### config.mk
export PLATFORM = sky130hd
export DESIGN_NAME = wallace_tree_accum_stage_flat
export DESIGN_NICKNAME = d
export VERILOG_FILES = /design/src/rtl/wallace_tree_accum_stage_if.sv /design/src/rtl/wallace_tree_accum_stage.sv /design/src/flat_wrapper.sv
export SDC_FILE = /design/constraint.sdc
export NUM_CORES = 1
export LEC_CHECK = 0
export CAP_MARGIN = 15
export CORE_MARGIN = 2
export CORE_UTILIZATION = 45
export DETAILED_ROUTE_END_ITERATION = 6
export HOLD_SLACK_MARGIN = 0.05
export PLACE_DENSITY = 0.69
export SLEW_MARGIN = 30
export SYNTH_ARGS = -nofsm -noshare
export SYNTH_HDL_FRONTEND = slang
export SYNTH_SLANG_ARGS = --single-unit
### constraint.sdc
create_clock -name clk -period 2.88 [get_ports clk]
set_input_delay 0.576 -clock clk [delete_from_list [all_inputs] [get_ports clk]]
set_output_delay 0.576 -clock clk [all_outputs]
set_load 0.02 [all_outputs]
### src/rtl/wallace_tree_accum_stage_if.sv
// Handshake/data bundle between the Wallace reduction layers, the accumulate stage and its consumer.
// master drives rows/start/out_ready; slave is the accumulate stage.
interface wallace_tree_accum_stage_if #(
  parameter int unsigned IN_W  = 16,
  parameter int unsigned ACC_W = 24
);
  logic             start;
  logic             in_valid;
  logic             in_ready;
  logic [IN_W-1:0]  sum_row;
  logic [IN_W-1:0]  carry_row;
  logic             out_valid;
  logic             out_ready;
  logic [ACC_W-1:0] acc_out;
  logic             overflow;
  logic             busy;

  modport master (
    output start, in_valid, sum_row, carry_row, out_ready,
    input  in_ready, out_valid, acc_out, overflow, busy
  );

  modport slave (
    input  start, in_valid, sum_row, carry_row, out_ready,
    output in_ready, out_valid, acc_out, overflow, busy
  );
endinterface

### src/rtl/wallace_tree_accum_stage.sv
// MAC back end: registered CPA of the final sum/carry rows, then accumulation of N_SAMPLES products.
// Define ACC_SATURATE_EN to clamp the accumulator instead of wrapping modulo 2^ACC_W.
module wallace_tree_accum_stage #(
  parameter int unsigned IN_W      = 16,
  parameter int unsigned ACC_W     = 24,
  parameter int unsigned N_SAMPLES = 8
) (
  input  logic clk,
  input  logic rst_n,
  wallace_tree_accum_stage_if.slave bus
);

  typedef enum logic [1:0] {
    S_IDLE  = 2'd0,
    S_ACCUM = 2'd1,
    S_DRAIN = 2'd2,
    S_DONE  = 2'd3
  } state_t;

  localparam logic [7:0] N_CNT  = 8'(N_SAMPLES);
  localparam logic [7:0] N_LAST = 8'(N_SAMPLES - 1);

  state_t           state_q, state_d;
  logic [7:0]       cnt_q, cnt_d;
  logic [IN_W:0]    cpa_q, cpa_d;
  logic             cpa_vld_q, cpa_vld_d;
  logic [ACC_W-1:0] acc_q, acc_d;
  logic             ovf_q, ovf_d;
  logic             in_ready_c;
  logic             clear_c;
  logic [ACC_W:0]   acc_sum;

  assign acc_sum = {1'b0, acc_q} + (ACC_W+1)'(cpa_q);

  always_comb begin
    state_d    = state_q;
    cnt_d      = cnt_q;
    cpa_d      = cpa_q;
    cpa_vld_d  = 1'b0;
    acc_d      = acc_q;
    ovf_d      = ovf_q;
    in_ready_c = 1'b0;
    clear_c    = 1'b0;

    // Second pipeline stage: fold the previous cycle's CPA result into the accumulator.
    if (cpa_vld_q) begin
`ifdef ACC_SATURATE_EN
      if (acc_sum[ACC_W]) begin
        acc_d = '1;
        ovf_d = 1'b1;
      end else begin
        acc_d = acc_sum[ACC_W-1:0];
      end
`else
      acc_d = acc_sum[ACC_W-1:0];
      if (acc_sum[ACC_W]) ovf_d = 1'b1;
`endif
    end

    unique case (state_q)
      S_IDLE: begin
        if (bus.start) clear_c = 1'b1;
      end
      S_ACCUM: begin
        in_ready_c = (cnt_q < N_CNT);
        if (bus.in_valid && in_ready_c) begin
          cpa_d     = {1'b0, bus.sum_row} + {1'b0, bus.carry_row};
          cpa_vld_d = 1'b1;
          cnt_d     = cnt_q + 8'd1;
          if (cnt_q == N_LAST) state_d = S_DRAIN;
        end
      end
      S_DRAIN: begin
        if (!cpa_vld_q) state_d = S_DONE;
      end
      S_DONE: begin
        if (bus.start)          clear_c = 1'b1;
        else if (bus.out_ready) state_d = S_IDLE;
      end
      default: state_d = S_IDLE;
    endcase

    // A restart from DONE discards the held result exactly like a start from IDLE.
    if (clear_c) begin
      acc_d     = '0;
      ovf_d     = 1'b0;
      cnt_d     = '0;
      cpa_vld_d = 1'b0;
      state_d   = S_ACCUM;
    end
  end

  always_ff @(posedge clk or negedge rst_n) begin
    if (!rst_n) begin
      state_q   <= S_IDLE;
      cnt_q     <= '0;
      cpa_q     <= '0;
      cpa_vld_q <= 1'b0;
      acc_q     <= '0;
      ovf_q     <= 1'b0;
    end else begin
      state_q   <= state_d;
      cnt_q     <= cnt_d;
      cpa_q     <= cpa_d;
      cpa_vld_q <= cpa_vld_d;
      acc_q     <= acc_d;
      ovf_q     <= ovf_d;
    end
  end

  assign bus.in_ready  = in_ready_c;
  assign bus.out_valid = (state_q == S_DONE);
  assign bus.acc_out   = acc_q;
  assign bus.overflow  = ovf_q;
  assign bus.busy      = (state_q != S_IDLE);

endmodule
### src/flat_wrapper.sv
// flat-port wrapper written by rule: the top's interface ports become plain ports
module wallace_tree_accum_stage_flat 
#(
  parameter int unsigned IN_W      = 16,
  parameter int unsigned ACC_W     = 24,
  parameter int unsigned N_SAMPLES = 8
)
  (clk, rst_n, bus_start, bus_in_valid, bus_sum_row, bus_carry_row, bus_out_ready, bus_in_ready, bus_out_valid, bus_acc_out, bus_overflow, bus_busy);
  wallace_tree_accum_stage_if #(.IN_W(IN_W), .ACC_W(ACC_W)) bus_i ();
  input  logic clk;
  input  logic rst_n;
  input wire logic [$bits(bus_i.start)-1:0] bus_start;
  input wire logic [$bits(bus_i.in_valid)-1:0] bus_in_valid;
  input wire logic [$bits(bus_i.sum_row)-1:0] bus_sum_row;
  input wire logic [$bits(bus_i.carry_row)-1:0] bus_carry_row;
  input wire logic [$bits(bus_i.out_ready)-1:0] bus_out_ready;
  output wire logic [$bits(bus_i.in_ready)-1:0] bus_in_ready;
  output wire logic [$bits(bus_i.out_valid)-1:0] bus_out_valid;
  output wire logic [$bits(bus_i.acc_out)-1:0] bus_acc_out;
  output wire logic [$bits(bus_i.overflow)-1:0] bus_overflow;
  output wire logic [$bits(bus_i.busy)-1:0] bus_busy;
  assign bus_i.start = bus_start;
  assign bus_i.in_valid = bus_in_valid;
  assign bus_i.sum_row = bus_sum_row;
  assign bus_i.carry_row = bus_carry_row;
  assign bus_i.out_ready = bus_out_ready;
  assign bus_in_ready = bus_i.in_ready;
  assign bus_out_valid = bus_i.out_valid;
  assign bus_acc_out = bus_i.acc_out;
  assign bus_overflow = bus_i.overflow;
  assign bus_busy = bus_i.busy;
  wallace_tree_accum_stage #(.IN_W(IN_W), .ACC_W(ACC_W), .N_SAMPLES(N_SAMPLES)) u_core (.clk(clk), .rst_n(rst_n), .bus(bus_i));
endmodule
==> impl_metrics.yaml <==
logic_synthesis:
  synth_xor_xnor_area_share: 0.04599
  synth_compound_area_frac: 0.2300
  ys_warn_count: 0
  synth-seq-area-share: 0.3317
  synthTopCellsByArea: "dfrtp_1, ha_1, nand2_1"
  yosysTopAreaCell: "dfrtp_1"
  ys_seq_elements: 53
  syn_avg_cell_area_um2: 8.693
  synthFlopType: "dfrtp_1"
  ys_types: 61
  synthTopCellsByCount: "nand2_1, dfrtp_1, ha_1, nor2_1, o21ai_0"
  yosys.area_share.simple: 0.2021
  synthMuxAreaShare: 0.02816
  synth_cells: 460
  synth.cell_area_mm2: 0.003999
  synth-adder-area-share: 0.1320
  synth_most_common_cell: "nand2_1"
  synth_top_family_by_area: "compound AO/OA/AOI/OAI gates"
  synth_edf_count: 0
  syn_nets: 538
  yosys.area.top_type_share: 0.3317
  synthArstFlopShare: 1.000
floorplan:
  io_pins: 65
  die_w_um: 98.27
  die_area_mm2: 0.009656
  rows: 34
  fp.dieH_um: 98.27
  coreArea_mm2: 0.008678
  initial_utilization: 0.4608
cts:
  cts_tree: "done"
  cts_buffers: 5
  clk_pin_slew_ns: 0.09
  hold_buffers: 0
  cts_resized: 0
  cts_buffer_depth: 2
  cts_sinks: 53
  htree_levels: 2
  cts_root_buf: "clkbuf_8"
  post_cts_buffers: 0
  clock_latency_ns: 0.31
drt:
  wirelength_um: 9191
  first_iter_violations: 120
  routedWlPerCell_um: 14.59
  via_count: 3571
  firstDrtPassIters: 4
  ant_nets: 0
  viasPerCell: 5.668
  route.detailed.drc: 0
timing:
  fmax_ghz: 0.3718
  finalHoldViolCount: 0
  worst_pin_slew_ns: 0.8093
  min_period_over_period: 0.9339
  layout_min_cycle_time_ns: 2.690
  worst_slack_ns: 0.1904
  drv_slew: 0
  max-slew-margin-rel: 0.4604
  setup_tns_ns: 0
  setup_viol: 0
  finClkSkew_ns: 0.01039
  rsz0062_at_grt: "no"
pwr:
  leakage_nw: 2.226
  p_switching_mw: 1.715
  p_sw_frac: 0.4362
  internal-power_mw: 2.217
  clkPwrFrac: 0.132
  p_seq_frac: 0.294
  ir_drop_mv: 0.2579
  share_comb_of_total_power: 0.574
  p_per_area_mw_per_mm2: 807.2
setup_path:
  worst_path_max_delay_cell: "clkdlybuf4s50_1"
  worst_setup_path_end_kind: "output pin"
  critical_path_class: "reg2out"
  arrival_ns: 2.11
  reg2reg_from: "u_core.bus.acc_out[0]"
  cp_max_fo: 3
  crit_required_ns: 2.30
  start_kind: "flip-flop"
  cp_cell_sequence: "or4_4 > nor2_4 > and2_1 > clkdlybuf4s50_1"
  crit_path_max_incr_delay_ns: 0.59
  timing.critical_path.from: "u_core.cnt_q[4]"
placed_design:
  gp_congestion: 0.8819
  dp_hpwl_um: 7054
  place_area_mm2: 0.004755
  post-place-ws_ns: -0.001064
  io_buffers: 64
global_routing:
  antenna_found_initial: 0
  grt.overflow.total: 0
  track_usage: 0.1949
  grt_pass1_wl_um: 15900
  grt_max_degree: 54
  grt_pass1_vias: 3459
worst_hold_path:
  hold_path_class: "in2async"
run:
  max_cap_viol_count: 0
cells_and_area:
  num_antenna_cells: 0
  layout.nets: 599
  syn_to_final_growth_pct: 21.81
  drive_above_1_share: 0.05364
  final_util: 0.5613
  final_area_mm2: 0.004871
run_status:
  status: "finished, final reports clean"
==> worst paths after layout <==
| kind | endpoint | slack, ns | depth (start not counted) |
|---|---|---|---|
| setup / recovery | bus_in_ready | 0.19 | 4 |
| hold / removal | u_core.cnt_q[2] | 0.38 | 2 |
| setup reg to reg | u_core.bus.acc_out[18] | 0.41 | 9 |
| hold reg to reg | u_core.cpa_q[10] | 0.49 | 2 |
| max in group asynchronous | u_core.bus.acc_out[12] | 2.06 | 2 |
| min in group clk | u_core.cpa_q[10] | 0.49 | 2 |
==> area by class of cell <==
class	instances	area [um2]
Fill cell	817	3807
Clock inverter	1	30.03
Multi-Input combinational cell	378	2552
Tap cell	108	135.1
Inverter	10	37.54
Clock buffer	7	86.33
Sequential cell	53	1326
Timing Repair Buffer	73	703.2
==> placed cells by master, fill, tap and decap left out, types with 6 or more instances in the layout <==
cell type         n
clkbuf_8          6
buf_4             9
a21oi_1          35
nand3_1           9
nand4_1           8
xnor2_1          15
o211ai_1          7
mux2i_1           9
dfrtp_1          53
o21a_1           11
a21o_1           11
nand2_1          54
xor2_1            6
a211oi_1          8
ha_1             39
nand3b_1          8
clkdlybuf4s50_1  63
inv_1            10
o21ai_0          39
and3_1            7
nor2_1           39
nor2b_1           6
nor3_1            6
==> flip-flops by register name, indices dropped and copies added (netlist names) <==
signal               flops
u_core.bus.acc_out      24
u_core.bus.overflow      1
u_core.cnt_q             8
u_core.cpa_q            17
u_core.cpa_vld_q         1
u_core.state_q           2
==> critical path: cells and delay by family (launching register included) <==
kind	cells	cell delay, ns
buffers and inverters	1	0.59
DFF	1	0.38
and+or+nand+nor	3	0.83
==> stage by stage <==
step,cells,power [mW],hold slack [ns]
2_1_floorplan,460,2.749,0.2804
3_3_place_gp,622,3.330,0.4693
3_5_place_dp,622,3.412,0.4760
4_1_cts,630,3.946,0.4039
5_1_grt,630,4.267,0.4380
6_report,630,3.932,0.3793
==> layer usage <==
| layer | part of all wire | track usage |
|---|---|---|
| met5 | 0 | 0 |
| met3 | 0.040 | 0.02219 |
| met1 | 0.47 | 0.2580 |
| met2 | 0.48 | 0.3383 |
| met4 | 0.011 | 0.05585 |
==> power by group through the flow <==
| stage | Sequential [mW] | Combinational (mW) | Clock, mW |
|---|---|---|---|
| 2_1_floorplan | 1.20 | 1.55 | 0 |
| 3_3_place_gp | 1.16 | 2.17 | 0 |
| 3_5_place_dp | 1.17 | 2.24 | 0 |
| 4_1_cts | 1.16 | 2.25 | 0.536 |
| 5_1_grt | 1.18 | 2.53 | 0.556 |
| 6_report | 1.16 | 2.26 | 0.520 |
==> cell families after synthesis <==
family | after synthesis
simple gates | 162
compound gates | 143
flops | 53
fa+ha+maj | 41
buf+inv | 29
xor+xnor | 21
mux | 11
Note: power is estimated with default switching activity, not from simulation.
